<file path="src/rtl/retire_trace_buf.sv">
// retire_trace_buf: captures retired instructions into a FIFO and drains them
// to a trace port over valid/ready; keeps retire/drop counts, freezes on ebreak.
//
// Ports:
//   i_clk, i_rst_n        clock, async active-low reset
//   i_retire_*            retire interface from the hart
//   o_trace_valid/ready   head-of-FIFO handshake; o_trace_* are head fields
//   o_level/full/empty    occupancy state
//   o_halted              ebreak captured, further retires ignored
//   o_retire_count        accepted retires (including drops)
//   o_drop_count          retires lost to a full FIFO (saturating)
module retire_trace_buf #(
    parameter int DEPTH = 8,
    parameter int AW    = $clog2(DEPTH)
) (
    input  logic          i_clk,
    input  logic          i_rst_n,
    input  logic          i_retire_valid,
    input  logic [31:0]   i_retire_inst,
    input  logic          i_retire_trap,
    input  logic          i_retire_halt,
    input  logic [4:0]    i_retire_rd_waddr,
    input  logic [31:0]   i_retire_rd_wdata,
    input  logic [31:0]   i_retire_pc,
    input  logic [31:0]   i_retire_next_pc,
    output logic          o_trace_valid,
    input  logic          i_trace_ready,
    output logic [31:0]   o_trace_inst,
    output logic [31:0]   o_trace_pc,
    output logic [31:0]   o_trace_next_pc,
    output logic [31:0]   o_trace_rd_wdata,
    output logic [4:0]    o_trace_rd_waddr,
    output logic [1:0]    o_trace_flags,
    output logic [AW:0]   o_level,
    output logic          o_full,
    output logic          o_empty,
    output logic          o_halted,
    output logic [31:0]   o_retire_count,
    output logic [15:0]   o_drop_count
);

    // {halt, trap, rd_waddr, rd_wdata, next_pc, pc, inst}
    localparam int EW = 135;
    localparam logic [AW:0] FULL_LVL = (AW+1)'(DEPTH);

    logic [EW-1:0] mem_q [DEPTH];
    logic [EW-1:0] entry_in;
    logic [EW-1:0] head;

    logic [AW-1:0] wptr_q, wptr_d;
    logic [AW-1:0] rptr_q, rptr_d;
    logic [AW:0]   level_q, level_d;
    logic          halted_q, halted_d;
    logic [31:0]   retire_cnt_q, retire_cnt_d;
    logic [15:0]   drop_cnt_q, drop_cnt_d;

    logic full, empty;
    logic accept, pop, push, drop;

    assign full   = (level_q == FULL_LVL);
    assign empty  = (level_q == '0);
    assign accept = i_retire_valid && !halted_q;
    assign pop    = !empty && i_trace_ready;
    // A pop in the same cycle frees the slot, so a full FIFO still takes it.
    assign push   = accept && (!full || pop);
    assign drop   = accept && full && !pop;

    assign entry_in = {i_retire_halt, i_retire_trap, i_retire_rd_waddr,
                       i_retire_rd_wdata, i_retire_next_pc, i_retire_pc,
                       i_retire_inst};

    always_comb begin
        wptr_d       = wptr_q;
        rptr_d       = rptr_q;
        level_d      = level_q;
        halted_d     = halted_q;
        retire_cnt_d = retire_cnt_q;
        drop_cnt_d   = drop_cnt_q;

        if (push) wptr_d = wptr_q + AW'(1);
        if (pop)  rptr_d = rptr_q + AW'(1);

        unique case ({push, pop})
            2'b10:   level_d = level_q + (AW+1)'(1);
            2'b01:   level_d = level_q - (AW+1)'(1);
            default: level_d = level_q;
        endcase

        if (accept) retire_cnt_d = retire_cnt_q + 32'd1;
        if (drop && drop_cnt_q != 16'hFFFF) drop_cnt_d = drop_cnt_q + 16'd1;
        // Halt latches even when the ebreak packet itself is dropped.
        if (accept && i_retire_halt) halted_d = 1'b1;
    end

    always_ff @(posedge i_clk or negedge i_rst_n) begin
        if (!i_rst_n) begin
            wptr_q       <= '0;
            rptr_q       <= '0;
            level_q      <= '0;
            halted_q     <= 1'b0;
            retire_cnt_q <= '0;
            drop_cnt_q   <= '0;
        end else begin
            wptr_q       <= wptr_d;
            rptr_q       <= rptr_d;
            level_q      <= level_d;
            halted_q     <= halted_d;
            retire_cnt_q <= retire_cnt_d;
            drop_cnt_q   <= drop_cnt_d;
        end
    end

    // Storage is not reset; the pointers/level make stale data invisible.
    always_ff @(posedge i_clk) begin
        if (push) mem_q[wptr_q] <= entry_in;
    end

    assign head = mem_q[rptr_q];

    assign o_trace_valid    = !empty;
    assign o_trace_inst     = head[31:0];
    assign o_trace_pc       = head[63:32];
    assign o_trace_next_pc  = head[95:64];
    assign o_trace_rd_wdata = head[127:96];
    assign o_trace_rd_waddr = head[132:128];
    assign o_trace_flags    = head[134:133];

    assign o_level        = level_q;
    assign o_full         = full;
    assign o_empty        = empty;
    assign o_halted       = halted_q;
    assign o_retire_count = retire_cnt_q;
    assign o_drop_count   = drop_cnt_q;

endmodule
</file>
<file path="config.mk">
export PLATFORM = sky130hd
export DESIGN_NAME = retire_trace_buf
export DESIGN_NICKNAME = d
export VERILOG_FILES = /design/src/rtl/retire_trace_buf.sv
export SDC_FILE = /design/constraint.sdc
export NUM_CORES = 1
export LEC_CHECK = 0
export ABC_AREA = 1
export CORE_MARGIN = 4
export CORE_UTILIZATION = 40
export DETAILED_ROUTE_END_ITERATION = 16
export RECOVER_POWER = 25
export SLEW_MARGIN = 20
export SYNTH_ARGS = -nofsm -noshare
export SYNTH_HDL_FRONTEND = slang
export SYNTH_SLANG_ARGS = --single-unit
</file>
<file path="constraint.sdc">
create_clock -name i_clk -period 15 [get_ports i_clk]
set_input_delay 3 -clock i_clk [delete_from_list [all_inputs] [get_ports i_clk]]
set_output_delay 3 -clock i_clk [all_outputs]
set_load 0.03 [all_outputs]
</file>
==> flow_summary.toml, run 1 <==
[timing]
final.hold.worst_slack_ns = 0.4749
clock.fmax_ghz = 0.1199
post-route-period-util_pct = 55.62
setup_viol = 0
tightest_slew_ns = 3.195
slew_headroom_pct = -113.0
timing_max_transition_violations_final = 60
tns_ns = 0
finalHoldViolCount = 0
final.setup.worst_slack_ns = 6.657
finalClockSkew_ns = 0.02614
grt_setup_unrepaired = "no"
post-route-min-period_ns = 8.343

[cts]
clk_pin_slew_ns = 0.06
cts-root-to-sink-buffers = 3
clock_latency_ns = 0.70
cts_root_buf = "clkbuf_16"
cts_tree = "done"
post_cts_hold_buffer_count = 0
htree_num_levels = 3
cts_resized = 0
post-cts-setup-buffer-count = 0
cts_buffers = 117
cts.sink_count = 1139

[logic_synthesis]
synth-seq-area-share_pct = 75.81
synth.area.top_cells = "edfxtp_1, nor2_1, o21ai_0, dfrtp_1, a31oi_1"
synth_simple_gate_area_share_pct = 10.19
synth_compound_gate_area_share_pct = 9.993
synth.net_count = 3602
synth_largest_type_area_fraction_pct = 72.51
syn_inst = 3458
yosys.area_share.adder_pct = 0.1399
synth_top_area_cell = "edfxtp_1"
synth_edf_count = 1080
yosys-top-cells-count = "edfxtp_1, nor2_1, o21ai_0"
dominant_combinational_cell_family_by_area_after_synthesis = "simple AND/OR/NAND/NOR gates"
synth-warning-count = 0
dominantRegCellSynth = "edfxtp_1"
asyncSetResetFlopFracSynth_pct = 5.180
synthDistinctLibCells = 33
syn_area_per_cell_um2 = 12.93
postSynthRegisterBits = 1139
synth_xor_xnor_area_share_pct = 0.9400
synth_most_common_cell = "edfxtp_1"
mappedNetlistArea_um2 = 44730
muxShareOfSynthArea_pct = 0

[final_layout]
synthToLayoutAreaGrowth_pct = 18.51
instances_no_fill = 5333
fin_nets = 3881
post_route_cells_drive_above_1_share_pct = 6.242
filler_cell_count = 9712

[setup_path]
worst_path_most_repeated_cell = "buf_4"
cp-end-kind = "primary output"
timing.critical_path.max_delay_family = "buffers and inverters"
worst-path-max-fanout = 92
worst_path_max_delay_cell = "dfrtp_4"
cpPeakStageDelay_ns = 0.79
startpoint_type = "register"
worst_ep_required_time_ns = 12.00
crit_path_cell_trace = "inv_8, buf_4, buf_4, o21ai_0, o22ai_1, nor2_1, a31oi_1, clkdlybuf4s50_1"
cp_num_buf_inv = 4
cp.arrival_ns = 5.34
setup.worst_path.class = "register to primary output"

[detailed_routing]
drt.antenna.violating_nets = 0
dr_vias_cell = 5.174
drt-initial-drc-count = 2067
routedWlPerCell_um = 20.11
vias = 27590
post-route-drc-count = 0
drt-total-wl_mm = 107.2
detailedRoute.firstPassIterationCount = 5

[power_and_ir_drop]
ir_worst_vdd_mv = 0.1999
finalPower_mw = 10.02
leakagePower_nw = 17.42
power.density_cell_area_nw_per_um2 = 189.0

[global_route]
gr-usage-all-layers_pct = 17.92
grt_pass1_wl_mm = 162.3
grt_max_degree = 287
total_overflow_reported_by_the_global_router = 0
grt_antenna_before_repair = 24
first_global_vias = 26390

[placement]
dp.cells = 5106
dp.final_hpwl_mm = 55.72
place_congestion = 0.8238
port_buffers = 329
post-place-ws_ns = 7.334

[floorplanning]
fp.dieH_um = 342.4
starting_utilization_of_the_core_area_pct = 40.36
core.rowCount = 122
design.portCount = 330
die_x_um = 342.4
core_area_um2 = 110800
dieArea_um2 = 117200

[worst_hold_path]
hold_class = "register to register"

[run_status]
run_status = "complete, but fails checks"
violations = "capacitance limit, slew limit"

[run]
timing.max_cap.violations = 1
## through the flow
stage | cell area (um^2) | util [%]
3_5_place_dp | 49240 | 44.43
5_1_grt | 52970 | 47.80
3_3_place_gp | 49210 | 44.41
4_1_cts | 52970 | 47.80
6_report | 53000 | 47.83
2_1_floorplan | 44730 | -
## per-layer routing
layer | track usage (%) | share of wire, % | vias to the layer above
met5 | 0 | 0.064 | -
met4 | 4.045 | 1.9 | 10
met3 | 4.131 | 6.5 | 155
met2 | 28.09 | 46 | 653
met1 | 25.58 | 46 | 13670
li1 | - | - | 13110
## sequential cells by signal (all words and copies together) (netlist names)
register and flops:
mem_q 1080, o_drop_count 16, o_halted 1, o_level 4, o_retire_count 32, rptr_q 3
wptr_q 3
## final cells by class
cell class / count / area (um^2) / area share [%]
Tap cell: 1488 / 1862 / 3.513
Clock buffer: 145 / 3053 / 5.760
Inverter: 60 / 256.5 / 0.4839
Sequential cell: 1139 / 33920 / 63.99
Multi-Input combinational cell: 2049 / 9568 / 18.05
Clock inverter: 66 / 671.9 / 1.268
Antenna cell: 16 / 40.04 / 0.07554
Timing Repair Buffer: 370 / 3637 / 6.862
## layout by cell type, fill, tap and decap left out, drive strengths merged, types with 11 or more instances in the layout
cell,count
edfxtp,1080
nor2,998
o21ai,553
clkdlybuf4s50,252
clkbuf,146
o22ai,135
a31oi,135
nand2,115
dlygate4sd3,76
inv,64
dfrtp,59
clkinv,48
buf,41
xor2,31
nand3,26
xnor2,17
diode,16
nand4,16
bufinv,11
## final timing paths
kind	startpoint	endpoint	slack, ns	cells after the start
max in group asynchronous	i_rst_n	rptr_q[1]	9.27	2
worst max register to register	o_halted	mem_q[2][68]	10.96	8
worst min-delay path	o_retire_count[31]	o_retire_count[31]	0.47	1
worst max-delay path	rptr_q[1]	o_trace_next_pc[26]	6.66	8
worst min register to register	o_retire_count[31]	o_retire_count[31]	0.47	1
min in group asynchronous	i_rst_n	o_drop_count[8]	3.49	2
## kinds of logic (layout without fill, tap and decap cells)
kind of cell / after synthesis / in the layout
compound gates: 825 / 825
fa+ha+maj: 5 / 5
flops: 1139 / 1139
xor+xnor: 48 / 48
buf+inv: 270 / 641
simple gates: 1171 / 1171
other cells: 0 / 16
## power breakdown
part	internal, mW	switching [mW]	total [mW]
Combinational	1.21	2.43	3.64
Sequential	3.49	0.0721	3.56
Clock	1.63	1.18	2.82
Total	6.33	3.69	10.0
## worst reg2reg max path, delay by kind of cell, from the launching register on
| kind | cells | cell delay, ns |
|---|---|---|
| buffers and inverters | 4 | 1.83 |
| flip-flops | 1 | 0.38 |
| AND/OR/NAND/NOR | 4 | 1.41 |
No activity file was read; power rests on OpenSTA's default activity.
==> inputs of run 2 (changes only) <==
clock period = 7.9 ns   (was 15 ns; I/O delays follow)
==> run 2 against run 1 <==
  * The run still ends with capacitance limit, slew limit left
  * Largest cell class unchanged
  * Wire length is 1.2% lower
  * First-iteration DRC count is 6.7% lower
  * Final cell count hardly changed
  * Flip-flop and latch count stayed put
  * Register-to-register slack worse by 6.3 ns
  * Non-clock buffer count is 3 lower
  * Combinational power is 92% higher
==> flow_summary.toml, run 2 (same netlist as run 1, synthesis figures left out) <==
[run_status]
run_status = "complete, but fails checks"
violations = "capacitance limit, slew limit"

[detailed_routing]
drt-total-wl_mm = 105.9
met2_length_mm = 49.57
post-route-drc-count = 0
detailedRoute.firstPassIterationCount = 7
highest_routed_layer = "met5"
wl_met1_mm = 46.81
wl_met3_mm = 7.206
dr_vias_cell = 5.165
drt.antenna.violating_nets = 0
drt-initial-drc-count = 1928
vias = 27570
routedWlPerCell_um = 19.85

[placement]
dp.final_hpwl_mm = 53.40
place_congestion = 0.8030
dp.cells = 5103
port_buffers = 329

[timing]
finalClockSkew_ns = 0.06741
timing_max_transition_violations_final = 60
tightest_slew_ns = 3.231
post-route-period-util_pct = 74.38
grt_setup_unrepaired = "no"
slew_headroom_pct = -115.4
clock.fmax_ghz = 0.1702
tns_ns = 0
finalHoldViolCount = 0
post-route-min-period_ns = 5.876
setup_viol = 0

[power_and_ir_drop]
leakagePower_nw = 17.44
ir_worst_vdd_mv = 0.3305
power.density_cell_area_nw_per_um2 = 358.5

[floorplanning]
core_area_um2 = 110800
dieArea_um2 = 117200
starting_utilization_of_the_core_area_pct = 40.36
fp.dieH_um = 342.4
design.portCount = 330
die_x_um = 342.4
core.rowCount = 122

[final_layout]
most-common-layout-cells = "edfxtp_1, nor2_1, o21ai_0"
largest_register_ff_count = 1080
layout.cells.most_common = "edfxtp_1"
final_util_pct = 47.97
instances_no_fill = 5337
post_route_cells_drive_above_1_share_pct = 6.001
largest_register = "mem_q"
synthToLayoutAreaGrowth_pct = 18.86
fin_nets = 3876

[cts]
cts_buffers = 115
clk_pin_slew_ns = 0.06
clock_latency_ns = 0.72
htree_num_levels = 3
cts.sink_count = 1139
cts_tree = "done"
post-cts-setup-buffer-count = 0
cts_resized = 0
post_cts_hold_buffer_count = 0
cts_root_buf = "clkbuf_16"
cts-root-to-sink-buffers = 3

[global_route]
gr-usage-all-layers_pct = 17.71
grt_antenna_before_repair = 29
grt_max_degree = 216
grt_pass1_wl_mm = 161.1
first_global_vias = 26670
total_overflow_reported_by_the_global_router = 0

[setup_path]
reg_to_reg_critical_path_startpoint = "o_halted"
setup.worst_path.class = "register to primary output"
cp-end-kind = "primary output"
worst_ep_required_time_ns = 6.32
startpoint = "rptr_q[0]"
cp.arrival_ns = 4.30
startpoint_type = "register"
setup.reg_to_reg.worst_slack_ns = 4.67
worst-path-max-fanout = 215

[run]
timing.max_cap.violations = 1

[worst_hold_path]
hold_path.startpoint = "o_retire_count[31]"
hold_class = "register to register"
==> run 2: final timing paths <==
path,end,depth (start not counted)
min,o_retire_count[31],1
min in group asynchronous,o_retire_count[23],2
max,o_trace_next_pc[31],7
min reg2reg,o_retire_count[31],1
max reg2reg,mem_q[5][121],8
max in group asynchronous,rptr_q[0],2
==> run 2: cell type report <==
| cell class | count | area (um^2) |
|---|---|---|
| fill | 9650 | 57660 |
| antenna | 16 | 40.04 |
| timing repair buffer | 367 | 3770 |
| multi-input combinational | 2049 | 9568 |
| sequential | 1139 | 33920 |
| inverter | 60 | 256.5 |
| tap | 1488 | 1862 |
| clock buffer | 142 | 3000 |
| clock inverter | 76 | 748.2 |
==> run 2: critical path, stage by stage (launching register included) <==
cell and delay (ns):
dfrtp_4 0.78, inv_16 0.55, buf_4 0.60, o21ai_0 0.15, o22ai_1 0.15, nor2_1 0.07, a31oi_1 0.34, clkdlybuf4s50_1 0.75
==> run 2: metal layers <==
layer | up-vias | track usage, %
met5 | - | 0
li1 | 13110 | -
met1 | 13590 | 24.13
met4 | 20 | 4.477
met2 | 675 | 28.44
met3 | 178 | 4.668
==> run 2: through the flow <==
stage / power, mW / area, um^2 / hold WS [ns] / setup WS, ns
floorplan: 11.38 / 44730 / 0.4919 / -0.6708
global placement: 13.88 / 49370 / 0.4688 / 2.810
detailed placement: 13.90 / 49370 / 0.4669 / 2.802
CTS: 19.28 / 53120 / 0.4771 / 2.055
global route: 20.09 / 53120 / 0.5150 / 1.791
finish: 19.06 / 53160 / 0.4705 / 2.024
==> run 2: power by group <==
| part | internal (mW) | switching [mW] | total, mW |
|---|---|---|---|
| Clock | 3.07 | 2.27 | 5.34 |
| Sequential | 6.62 | 0.117 | 6.74 |
| Combinational | 2.33 | 4.65 | 6.98 |
